### src/rtl/fineps_phase_controller.sv
// Fine-phase-shift initiator for the clock synthesizer.
// Takes an absolute target position, picks the shortest signed path around
// the circular step range, then walks there one handshaked step at a time.
module fineps_phase_controller #(
    parameter int INT_STEPS_PER_WRAP = 1120,
    parameter int INT_POS_WIDTH      = 16,
    parameter int INT_TIMEOUT_CYCLES = 1024
) (
    input  logic                     in_clk,
    input  logic                     in_rst,
    input  logic                     in_locked,
    input  logic                     in_target_valid,
    input  logic [INT_POS_WIDTH-1:0] in_target_pos,
    output logic                     out_target_ready,
    output logic                     out_fineps_valid,
    output logic                     out_fineps_incr,
    output logic                     out_fineps_decr,
    input  logic                     in_fineps_dready,
    output logic [INT_POS_WIDTH-1:0] out_cur_pos,
    output logic                     out_busy,
    output logic                     out_done,
    output logic                     out_error
);

    localparam int W  = INT_POS_WIDTH;
    localparam int TW = $clog2(INT_TIMEOUT_CYCLES + 1);

    localparam logic [W:0]    N_EXT    = (W+1)'(INT_STEPS_PER_WRAP);
    localparam logic [W:0]    HALF_EXT = (W+1)'(INT_STEPS_PER_WRAP / 2);
    localparam logic [W-1:0]  POS_MAX  = W'(INT_STEPS_PER_WRAP - 1);
    localparam logic [TW-1:0] T_LAST   = TW'(INT_TIMEOUT_CYCLES - 1);

    typedef enum logic [2:0] {
        IDLE,
        PLAN,
        ISSUE,
        GUARD,
        WAIT_DONE,
        FINISH
    } state_t;

    state_t        state, state_next;
    logic [W-1:0]  cur_pos, cur_pos_next;
    logic [W-1:0]  target_pos, target_next;
    logic [W-1:0]  step_cnt, step_next;
    logic          dir_incr, dir_next;
    logic [TW-1:0] tcnt, tcnt_next;

    logic          ready_next, valid_next, incr_next, decr_next;
    logic          busy_next, done_next, error_next;

    logic [W:0]    delta;
    logic [W:0]    back_steps;

    // Forward distance from current to target around the wrap, and its complement.
    always_comb begin
        delta = '0;
        if (target_pos >= cur_pos) begin
            delta = {1'b0, target_pos} - {1'b0, cur_pos};
        end else begin
            delta = {1'b0, target_pos} + N_EXT - {1'b0, cur_pos};
        end
        back_steps = N_EXT - delta;
    end

    // Next-state and next-output logic; lock loss overrides every state.
    always_comb begin
        state_next   = state;
        cur_pos_next = cur_pos;
        target_next  = target_pos;
        step_next    = step_cnt;
        dir_next     = dir_incr;
        tcnt_next    = tcnt;
        valid_next   = 1'b0;
        incr_next    = 1'b0;
        decr_next    = 1'b0;
        done_next    = 1'b0;
        error_next   = 1'b0;

        if (!in_locked) begin
            state_next   = IDLE;
            cur_pos_next = '0;
            tcnt_next    = '0;
            error_next   = (state != IDLE);
        end else begin
            case (state)
                IDLE: begin
                    if (in_target_valid && out_target_ready) begin
                        if ({1'b0, in_target_pos} >= N_EXT) begin
                            error_next = 1'b1;
                        end else begin
                            target_next = in_target_pos;
                            state_next  = PLAN;
                        end
                    end
                end
                PLAN: begin
                    tcnt_next = '0;
                    if (delta == '0) begin
                        state_next = FINISH;
                    end else if (delta <= HALF_EXT) begin
                        dir_next   = 1'b1;
                        step_next  = delta[W-1:0];
                        state_next = ISSUE;
                    end else begin
                        dir_next   = 1'b0;
                        step_next  = back_steps[W-1:0];
                        state_next = ISSUE;
                    end
                end
                ISSUE: begin
                    if (in_fineps_dready) begin
                        valid_next = 1'b1;
                        incr_next  = dir_incr;
                        decr_next  = !dir_incr;
                        tcnt_next  = '0;
                        state_next = GUARD;
                    end else if (tcnt == T_LAST) begin
                        error_next = 1'b1;
                        state_next = IDLE;
                    end else begin
                        tcnt_next = tcnt + TW'(1);
                    end
                end
                GUARD: begin
                    tcnt_next  = tcnt + TW'(1);
                    state_next = WAIT_DONE;
                end
                WAIT_DONE: begin
                    if (tcnt == T_LAST) begin
                        error_next = 1'b1;
                        state_next = IDLE;
                    end else if (in_fineps_dready) begin
                        if (dir_incr) begin
                            cur_pos_next = (cur_pos == POS_MAX) ? '0 : cur_pos + W'(1);
                        end else begin
                            cur_pos_next = (cur_pos == '0) ? POS_MAX : cur_pos - W'(1);
                        end
                        step_next  = step_cnt - W'(1);
                        tcnt_next  = '0;
                        state_next = (step_cnt == W'(1)) ? FINISH : ISSUE;
                    end else begin
                        tcnt_next = tcnt + TW'(1);
                    end
                end
                FINISH: begin
                    done_next  = 1'b1;
                    state_next = IDLE;
                end
                default: begin
                    state_next = IDLE;
                end
            endcase
        end

        ready_next = in_locked && (state_next == IDLE);
        busy_next  = (state_next != IDLE);
    end

    // State, datapath and registered outputs; synchronous reset clears all.
    always_ff @(posedge in_clk) begin
        if (in_rst) begin
            state            <= IDLE;
            cur_pos          <= '0;
            target_pos       <= '0;
            step_cnt         <= '0;
            dir_incr         <= 1'b0;
            tcnt             <= '0;
            out_target_ready <= 1'b0;
            out_fineps_valid <= 1'b0;
            out_fineps_incr  <= 1'b0;
            out_fineps_decr  <= 1'b0;
            out_busy         <= 1'b0;
            out_done         <= 1'b0;
            out_error        <= 1'b0;
        end else begin
            state            <= state_next;
            cur_pos          <= cur_pos_next;
            target_pos       <= target_next;
            step_cnt         <= step_next;
            dir_incr         <= dir_next;
            tcnt             <= tcnt_next;
            out_target_ready <= ready_next;
            out_fineps_valid <= valid_next;
            out_fineps_incr  <= incr_next;
            out_fineps_decr  <= decr_next;
            out_busy         <= busy_next;
            out_done         <= done_next;
            out_error        <= error_next;
        end
    end

    assign out_cur_pos = cur_pos;

endmodule

### config.mk
export PLATFORM = sky130hd
export DESIGN_NAME = fineps_phase_controller
export DESIGN_NICKNAME = d
export VERILOG_FILES = /design/src/rtl/fineps_phase_controller.sv
export SDC_FILE = /design/constraint.sdc
export NUM_CORES = 1
export LEC_CHECK = 0
export ABC_AREA = 0
export CAP_MARGIN = 20
export CORE_MARGIN = 4
export CORE_UTILIZATION = 55
export DETAILED_ROUTE_END_ITERATION = 8
export PLACE_DENSITY_LB_ADDON = 0.1
export RECOVER_POWER = 25
export SYNTH_ARGS = -nofsm -noshare
export SYNTH_HDL_FRONTEND = slang
export SYNTH_SLANG_ARGS = --single-unit
### constraint.sdc
create_clock -name in_clk -period 5.5 [get_ports in_clk]
set_clock_uncertainty 0.15 [all_clocks]
set_input_delay 1.1 -clock in_clk [delete_from_list [all_inputs] [get_ports in_clk]]
set_output_delay 1.1 -clock in_clk [all_outputs]
set_load 0.02 [all_outputs]
### Word-level counts from Yosys, hierarchy flattened

Index checks and enable logic that the tools add are counted.

* $add $sub $neg: 8
* magnitude comparators: 3
* equal/unequal tests: 12
* multiplexer cells: 33
* bitwise gates (word level): 6
* reduce and logical (&&, ||, !) cells: 19

Operator list (count)
* $mux 16: 7
* $mux 11: 4
* $pmux 11 s4: 1
* $pmux 16 s2: 1
* $sub 16x1->16 const B: 2
* $mux 3: 9
* $add 16x11->17 const B: 1
* $le 17x10->1 const B: 1
* $logic_not 17->1: 1
* $mux 17: 1
* $sub 16x16->17: 1
* $sub 17x16->17: 1
* $add 16x1->16 const B: 1
* $eq 16x1->1 const B: 1
* $eq 16x11->1 const B: 1
* $ge 16x11->1 const B: 1
* $ge 16x16->1: 1
* $logic_not 16->1: 1
* $sub 11x16->16 const A: 1
* $pmux 3 s5: 1
* $add 11x1->11 const B: 1
* $eq 11x10->1 const B: 1
* $reduce_and 3->1: 3
* $mux 1: 8
* 18 further kinds: 30

* bits in registers: 70
* logic and storage cells: 94

### Depth between registers and ports, before layout

Gate-level depths: netlist (run 1).

* depth after elaboration: 9
* gate-level depth with buffers: 17

### Worst setup path before layout (run 1)

Ideal clock, no wire load.

* path kind: reg-to-reg
* start: register cur_pos[2] (netlist: out_cur_pos[2])
* end: register step_cnt[4]
* setup time: 0.074 ns
* data arrival time: 4.360 ns
* data required time: 5.276 ns
* setup slack: 0.916 ns
* stages on the path, launching flop included: 16
* path buffers: 1
* period minus slack after synthesis: 4.584 ns
* cell sequence: dfxtp_1 clkbuf_1 inv_1 ha_1 fa_1 a21o_1 a221oi_4 o211ai_2 xnor2_2 nand4_1 o32a_1 a2bb2oi_1 o41a_1 nand3_1 or4b_1 a31oi_1

* word-level cells in the longest chain between the ends: 6

Ends and longest elaborated chain
* start, declared: RTL line 43 `logic [W-1:0] cur_pos, cur_pos_next;`
* start signal, assigned: RTL line 178 `cur_pos <= cur_pos_next;`
* $sub 17x16->17, or another cell as far along: RTL line 61 `delta = {1'b0, target_pos} + N_EXT - {1'b0, cur_pos};`
* $mux 17 *: RTL line 58 `if (target_pos >= cur_pos) begin`
* $sub 11x16->16 / $le 17x10->1 (equally long branches): RTL line 63, 101
* $mux 16: RTL line 101 `end else if (delta <= HALF_EXT) begin`
* $mux 16: RTL line 99 `if (delta == '0) begin`
* $pmux 16 s2: RTL line 86 `case (state)`
* end signal, assigned: RTL line 180 `step_cnt <= step_next;`
* end, declared: RTL line 45 `logic [W-1:0] step_cnt, step_next;`

Mark *: on every way between the ends. The rest lies on a longest branch, timed or not. The select of a mux whose other input is x is not followed.
A chain may end at the register's enable or synchronous reset.

### Final worst setup path (run 1)

* start: register cur_pos[1] (netlist: out_cur_pos[1])
* end: register step_cnt[13]

The elaborated chain is that of the path after synthesis.

==> results of run 1 <==
==> critical path, delay by kind of cell, from the launching register on <==
kind                     cells  cell delay, ns
flip-flops                   1            0.42
AND/OR/NAND/NOR              3            0.88
buffers and inverters        1            0.21
adder cells (fa/ha/maj)      3            1.07
AO/OA/AOI/OAI                7            2.16
XOR/XNOR                     1            0.12
==> per-stage QoR <==
stage / std cells / setup slack [ns] / utilization / hold WS [ns]
after CTS: 1053 / 0.4323 / 0.6405 / 0.3339
final: 1053 / 0.3813 / 0.6405 / 0.3369
after global routing: 1053 / 0.04223 / 0.6405 / 0.3605
after global placement: 1037 / 0.6250 / 0.6169 / 0.3141
after detailed placement: 1037 / 0.4661 / 0.6169 / 0.3260
after floorplan: 875 / 0.9162 / - / 0.3042
==> area by class of cell <==
type / instances / area, um2
inverter: 60 / 225.2
tap: 143 / 178.9
fill: 1033 / 4193
clock buffer: 10 / 229.0
clock inverter: 6 / 46.29
timing repair buffer: 51 / 490.5
sequential: 70 / 1401
multi-input combinational: 713 / 4898
==> placed cells by master, fill, tap and decap left out, drive strengths merged, types with 6 or more instances in the layout <==
| cell | instances |
|---|---|
| a31o | 7 |
| nand2 | 82 |
| dfxtp | 70 |
| a31oi | 15 |
| and2 | 6 |
| o31ai | 9 |
| a211oi | 13 |
| ha | 41 |
| nand2b | 9 |
| o211ai | 15 |
| or3 | 6 |
| nor3 | 28 |
| nand4 | 18 |
| clkdlybuf4s50 | 21 |
| clkbuf | 10 |
| nand3b | 6 |
| inv | 61 |
| nor2b | 12 |
| xor2 | 18 |
| buf | 8 |
| a21o | 10 |
| fa | 13 |
| a21oi | 61 |
| nor4 | 15 |
| a22oi | 7 |
| o21ai | 54 |
| nor2 | 81 |
| o22ai | 6 |
| dlygate4sd3 | 22 |
| and3 | 18 |
| nand3 | 39 |
| mux2i | 22 |
| xnor2 | 25 |
==> worst max-delay path by stage <==
stage / start / endpoint / slack (ns) / cells after the start
floorplan: out_cur_pos[2] / step_cnt[4] / 0.92 / 15
global placement: out_cur_pos[1] / step_cnt[13] / 0.62 / 15
detailed placement: out_cur_pos[1] / step_cnt[13] / 0.47 / 15
CTS: out_cur_pos[1] / step_cnt[13] / 0.43 / 15
global route: out_cur_pos[1] / step_cnt[13] / 0.04 / 15
finish: out_cur_pos[1] / step_cnt[13] / 0.38 / 15
==> metal layers <==
metal  GRT usage  part of all wire
met1      0.3835              0.44
met3     0.05766             0.079
met2      0.4559              0.44
met4      0.1370             0.033
met5           0                 0
==> sequential cells by signal (all words and copies together) (netlist names) <==
signal / cells
dir_incr: 1
out_busy: 1
out_cur_pos: 16
out_done: 1
out_error: 1
out_fineps_decr: 1
out_fineps_incr: 1
out_fineps_valid: 1
out_target_ready: 1
state: 3
step_cnt: 16
target_pos: 16
tcnt: 11
==> cells by family (layout without fill, tap and decap cells) <==
group | Yosys count | in the layout | share of synthesized area
flops | 70 | 70 | 0.2102
simple gates | 341 | 341 | 0.2576
compound gates | 248 | 248 | 0.2623
fa+ha+maj | 54 | 54 | 0.1160
mux | 27 | 27 | 0.04149
buf+inv | 92 | 127 | 0.05482
xor+xnor | 43 | 43 | 0.05763
==> power by group through the flow <==
stage	registers [mW]	logic, mW	clock network, mW
6_report	0.508	0.0496	0.548
5_1_grt	0.508	0.0536	0.581
4_1_cts	0.508	0.0495	0.561
3_5_place_dp	0.519	0.0493	0
3_3_place_gp	0.519	0.0483	0
2_1_floorplan	0.520	0.0229	0
==> impl_metrics.csv, run 1 <==
group,metric,value,unit
pwr,switchingPower,0.2689,mW
timing,final_max_slew_viol_count,0,
setup_path,cp.arrival,5.20,ns
floorplan,die-area,13940,um2
setup_path,cp-end-kind,"flop",
synthesis,mappedNetlistArea,6665,um2
floorplan,rows,39,
finish,finalNetCount,980,
setup_path,worst-endpoint-required,5.59,ns
drt,dr.pass1.iters,4,
synthesis,synthTopCellsByArea,"sky130_fd_sc_hd__dfxtp_1 21%, sky130_fd_sc_hd__ha_1 7.7%, sky130_fd_sc_hd__nand2_1 4.6%, sky130_fd_sc_hd__nor2_1 4.6%, sky130_fd_sc_hd__a21oi_1 4.5%",
placed_design,instance_area_after_placement,7194,um2
pwr,p_leak,3.108,nW
drt,num_vias,6851,
clocking,postCtsResizedCells,0,
synthesis,yosys.area.top_type,"sky130_fd_sc_hd__dfxtp_1",
clocking,worst_setup_hold_path_clk_slew,0.06,ns
floorplan,design.portCount,44,
placed_design,post-dp-hpwl,15.55,mm
pwr,cell_internal_pwr,0.8368,mW
timing,timing.final.crit_share,0.9307,
clocking,holdBufCountCts,0,
pwr,combPwrFrac,0.045,
clocking,cts_buffers,9,
synthesis,synth_fp_nets,950,
synthesis,yosys_register_bits,70,
pwr,seq_pwr_share,0.459,
setup_path,reg2reg_to,"step_cnt[13]",
worst_hold_path,hold_class,"reg2reg",
timing,clock.fmax,195.4,MHz
synthesis,yosys_most_used_dff,"sky130_fd_sc_hd__dfxtp_1",
setup_path,rr_worst_depth,15,
setup_path,timing.critical_path.slowest_cell_delay,0.48,ns
synthesis,postSynth.asyncResetShare,0,
timing,timing.final.crit_period,5.119,ns
finish,fin_area,7470,um2
worst_hold_path,min_delay_path_depth,2,
synthesis,yosys_warnings,0,
clocking,insertion_delay,0.35,ns
drt,remaining_drc_errors,0,
synthesis,synthCells,875,
clocking,cts_root_buf,"sky130_fd_sc_hd__clkbuf_16",
clocking,tritoncts,"yes",
synthesis,synth_top_area_frac,0.2102,
setup_path,crit_path_start_kind,"flop",
floorplan,die_h,118.1,um
synthesis,ys_seq_area_frac,0.2102,
setup_path,cp_max_fo,15,
finish,antenna-diode-count,0,
floorplan,floorplan.initialDensity,0.5715,
drt,routed_wl,20.23,mm
setup_path,timing.critical_path.cells,"inv_1 -> ha_1 -> ha_1 -> fa_1 -> a21o_1 -> a221oi_4 -> o211ai_2 -> a211oi_2 -> xnor2_1 -> or4_1 -> a2111oi_2 -> o21ai_1 -> and3_1 -> a311oi_1 -> nand2_1",
grt,number_of_global_route_vias_before_repair,6575,
drt,first_iter_violations,598,
setup_path,path_common_cell,"sky130_fd_sc_hd__ha_1",
timing,setup_viol,0,
drt,post_drt_wl_per_cell,19.21,um
timing,grt_setup_unrepaired,"no",
synthesis,synth.cells.most_frequent,"81 x sky130_fd_sc_hd__nand2_1, 81 x sky130_fd_sc_hd__nor2_1, 70 x sky130_fd_sc_hd__dfxtp_1",
setup_path,crit-reg2reg-launch,"out_cur_pos[1]",
drt,ant_nets,0,
run_status,run_status,"finished clean",
clocking,h-tree-depth,3,
finish,area_delta_synth_final,12.07,%
worst_hold_path,hold_path_startpoint,"step_cnt[15]",
synthesis,synth-edff-count,0,
setup_path,path_class,"reg2reg",
timing,finalSetupTns,0,ns
synthesis,synthesis.area_per_instance,7.617,um2
synthesis,number_of_distinct_library_cell_variants_in_the_gate_level_netlist_after_synthesis,86,
clocking,numClockSinks,70,
timing,maxSlewHeadroom,0.2786,
finish,final_layout_size_suffix_gt1_frac,0.06044,
grt,grt_first_pass_wirelength,33.22,mm
placed_design,routabilityCongestion,0.9891,
timing,count_of_final_hold_check_violations,0,
floorplan,fp.coreArea,11660,um2
clocking,cts-root-to-sink-buffers,2,
worst_hold_path,min_to,"step_cnt[15]",
grt,gr-usage-all-layers,0.2910,
timing,max_slew.worst_pin.slew,1.072,ns
grt,grt_start_max_net_pins,33,
drt,routed_via_density,6.506,
job,max_cap_viol_count,0,
setup_path,worst_path_max_delay_cell,"sky130_fd_sc_hd__or4_1",
pwr,sw_frac_of_total,0.2432,
pwr,power.share.clock,0.496,
grt,grt_remaining_overflow,0,
placed_design,port_buffers,43,
pwr,largest_vdd_supply_drop,0.1870,mV
clocking,post-cts-setup-buffers,0,
setup_path,reg2reg_slack,0.38,ns
grt,antenna_violations_before_repair,0,
floorplan,fp.dieW,118.1,um
pwr,power_density_over_cell_area,148.0,nW/um2
pwr,total_power,1.106,mW
No activity file was read; power rests on OpenSTA's default activity.
==> run 2: changes to the inputs <==
--- a/config.mk
+++ b/config.mk
@@ -12,6 +12,7 @@
 export DETAILED_ROUTE_END_ITERATION = 8
 export PLACE_DENSITY_LB_ADDON = 0.1
 export RECOVER_POWER = 25
+export SLEW_MARGIN = 20
 export SYNTH_ARGS = -nofsm -noshare
 export SYNTH_HDL_FRONTEND = slang
 export SYNTH_SLANG_ARGS = --single-unit
==> results of run 2 <==
The final DEF is identical to that of run 1; final timing and power are the same.
==> run 3: changes to the inputs <==
--- a/config.mk
+++ b/config.mk
@@ -11,8 +11,7 @@
 export CORE_UTILIZATION = 55
 export DETAILED_ROUTE_END_ITERATION = 8
 export PLACE_DENSITY_LB_ADDON = 0.1
-export RECOVER_POWER = 25
-export SLEW_MARGIN = 20
+export RECOVER_POWER = 50
 export SYNTH_ARGS = -nofsm -noshare
 export SYNTH_HDL_FRONTEND = slang
 export SYNTH_SLANG_ARGS = --single-unit
==> run 3 against run 2 <==
Against the previous run: the flow now finishes with violations (max-capacitance violations, max-slew violations); final cell count is the same; sequential power is essentially flat; die area did not move; final area down 0.10%.
==> impl_metrics.csv, run 3 (synthesized netlist as in run 1, its figures left out) <==
group,metric,value,unit
run_status,run_status,"finished with violations",
run_status,failing_checks,"max-capacitance violations, max-slew violations",
clocking,holdBufCountCts,0,
job,max_cap_viol_count,1,
clocking,worst_setup_hold_path_clk_slew,0.06,ns
drt,num_vias,6874,
drt,post_drt_wl_per_cell,19.24,um
clocking,h-tree-depth,3,
worst_hold_path,hold_class,"reg2reg",
finish,sequential_cell_area,1401,um2
clocking,numClockSinks,70,
grt,antenna_violations_before_repair,0,
timing,count_of_final_hold_check_violations,0,
clocking,cts_buffers,9,
pwr,power.share.clock,0.496,
timing,maxSlewHeadroom,-0.1491,
clocking,cts-root-to-sink-buffers,2,
floorplan,die_h,118.1,um
floorplan,die-area,13940,um2
finish,antenna-diode-count,0,
timing,finalSetupTns,0,ns
grt,grt_start_max_net_pins,33,
setup_path,timing.critical_path.cells,"inv_1 -> ha_1 -> ha_1 -> fa_1 -> a21o_1 -> a221oi_4 -> o211ai_2 -> a211oi_2 -> xnor2_1 -> or4_1 -> a2111oi_2 -> o21ai_1 -> and3_1 -> a311oi_1 -> nand2_1",
clocking,insertion_delay,0.35,ns
worst_hold_path,hold_path_startpoint,"step_cnt[15]",
pwr,cell_internal_pwr,0.8359,mW
pwr,largest_vdd_supply_drop,0.1867,mV
finish,finalNetCount,980,
finish,commonest_non_fill_non_tap_cells_in_the_layout,"81 x sky130_fd_sc_hd__nand2_1, 81 x sky130_fd_sc_hd__nor2_1, 70 x sky130_fd_sc_hd__dfxtp_1, 60 x sky130_fd_sc_hd__inv_1, 60 x sky130_fd_sc_hd__a21oi_1",
drt,routed_wl,20.26,mm
placed_design,detailedPlace.worstSlack,0.4661,ns
timing,clock.fmax,194.9,MHz
floorplan,floorplan.initialDensity,0.5715,
finish,area_delta_synth_final,11.96,%
pwr,combPwrFrac,0.044,
grt,grt_remaining_overflow,0,
finish,final_layout_size_suffix_gt1_frac,0.05824,
floorplan,fp.dieW,118.1,um
grt,number_of_global_route_vias_before_repair,6575,
timing,post-route-worst-setup-slack,0.3681,ns
timing,timing.final.crit_share,0.9331,
finish,multiInputGateArea,4898,um2
setup_path,launching_element_of_the_worst_setup_path,"out_cur_pos[1]",
clocking,post-cts-setup-buffers,0,
setup_path,timing.critical_path.max_delay_family,"compound AO/OA/AOI/OAI gates",
placed_design,routabilityCongestion,0.9891,
drt,first_iter_violations,582,
setup_path,cp-end-kind,"flop",
grt,gr-usage-all-layers,0.2910,
timing,max_slew.worst_pin.slew,1.724,ns
clocking,postCtsResizedCells,0,
drt,dr.pass1.iters,7,
finish,final_core_utilization,0.6398,
pwr,total_power,1.104,mW
setup_path,crit-reg2reg-launch,"out_cur_pos[1]",
placed_design,placed_cells_incl_taps,1037,
setup_path,worst_path_bufs_invs,1,
pwr,switchingPower,0.2685,mW
pwr,power_density_over_cell_area,148.0,nW/um2
floorplan,design.portCount,44,
setup_path,timing.critical_path.slowest_cell_delay,0.48,ns
setup_path,worst_path_max_delay_cell,"sky130_fd_sc_hd__or4_1",
drt,routed_via_density,6.528,
pwr,seq_pwr_share,0.460,
setup_path,path_class,"reg2reg",
drt,ant_nets,0,
setup_path,worst-endpoint-required,5.58,ns
finish,fillers,1037,
placed_design,port_buffers,43,
setup_path,cp.arrival,5.21,ns
floorplan,rows,39,
pwr,p_leak,3.108,nW
placed_design,post-dp-hpwl,15.55,mm
timing,timing.final.crit_period,5.132,ns
setup_path,crit_path_start_kind,"flop",
setup_path,path_common_cell,"sky130_fd_sc_hd__ha_1",
finish,post_layout_nonfiller_instances,1053,
clocking,tritoncts,"yes",
timing,grt_setup_unrepaired,"no",
drt,remaining_drc_errors,0,
floorplan,fp.coreArea,11660,um2
pwr,sw_frac_of_total,0.2431,
clocking,cts_root_buf,"sky130_fd_sc_hd__clkbuf_16",
timing,final_max_slew_viol_count,33,
grt,grt_first_pass_wirelength,33.22,mm
setup_path,cp_max_fo,15,
timing,setup_viol,0,
==> run 3: cell types whose count changed in the layout (fill, tap and decap cells not counted), sizes merged <==
cell,change
buf,-2
clkbuf,+2
clkdlybuf4s50,-4
dlygate4sd3,+4
==> run 3: tightest hold or removal path, delay by kind of cell, from the launching register on <==
| kind | cells | cell delay (ns) |
|---|---|---|
| flip-flops | 1 | 0.31 |
| AO/OA/AOI/OAI | 2 | 0.13 |
==> run 3: final cells by class <==
type / count / share of cell area
Clock buffer: 10 / 0.03068
Timing Repair Buffer: 51 / 0.06472
Tap cell: 143 / 0.02398
Sequential cell: 70 / 0.1878
Multi-Input combinational cell: 713 / 0.6564
Clock inverter: 6 / 0.006204
Inverter: 60 / 0.03018
==> run 3: per-layer routing <==
layer / part of all wire / wire, um / vias up / GRT usage
met5: 0 / 0 / - / 0
met4: 0.033 / 663 / 0 / 0.1370
met3: 0.082 / 1663 / 52 / 0.05766
met2: 0.44 / 8995 / 328 / 0.4559
met1: 0.44 / 8935 / 3224 / 0.3835
li1: - / - / 3270 / -
==> run 3: power by group through the flow <==
stage,Clock [mW],Combinational (mW),Sequential [mW]
3_5_place_dp,0,0.0493,0.519
6_report,0.548,0.0487,0.508
4_1_cts,0.561,0.0495,0.508
2_1_floorplan,0,0.0229,0.520
5_1_grt,0.581,0.0526,0.508
3_3_place_gp,0,0.0483,0.519
==> run 3: final timing paths <==
path / slack (ns) / endpoint / cells after the start
setup / recovery: 0.37 / step_cnt[13] / 15
hold / removal: 0.34 / step_cnt[15] / 2
setup reg to reg: 0.37 / step_cnt[13] / 15
hold reg to reg: 0.34 / step_cnt[15] / 2
==> run 3: stage by stage <==
| step | cell area, um2 | hold slack (ns) |
|---|---|---|
| finish | 7462 | 0.3412 |
| global route | 7462 | 0.3605 |
| CTS | 7470 | 0.3339 |
| detailed placement | 7194 | 0.3260 |
| global placement | 7194 | 0.3141 |
| floorplan | 6665 | 0.3042 |
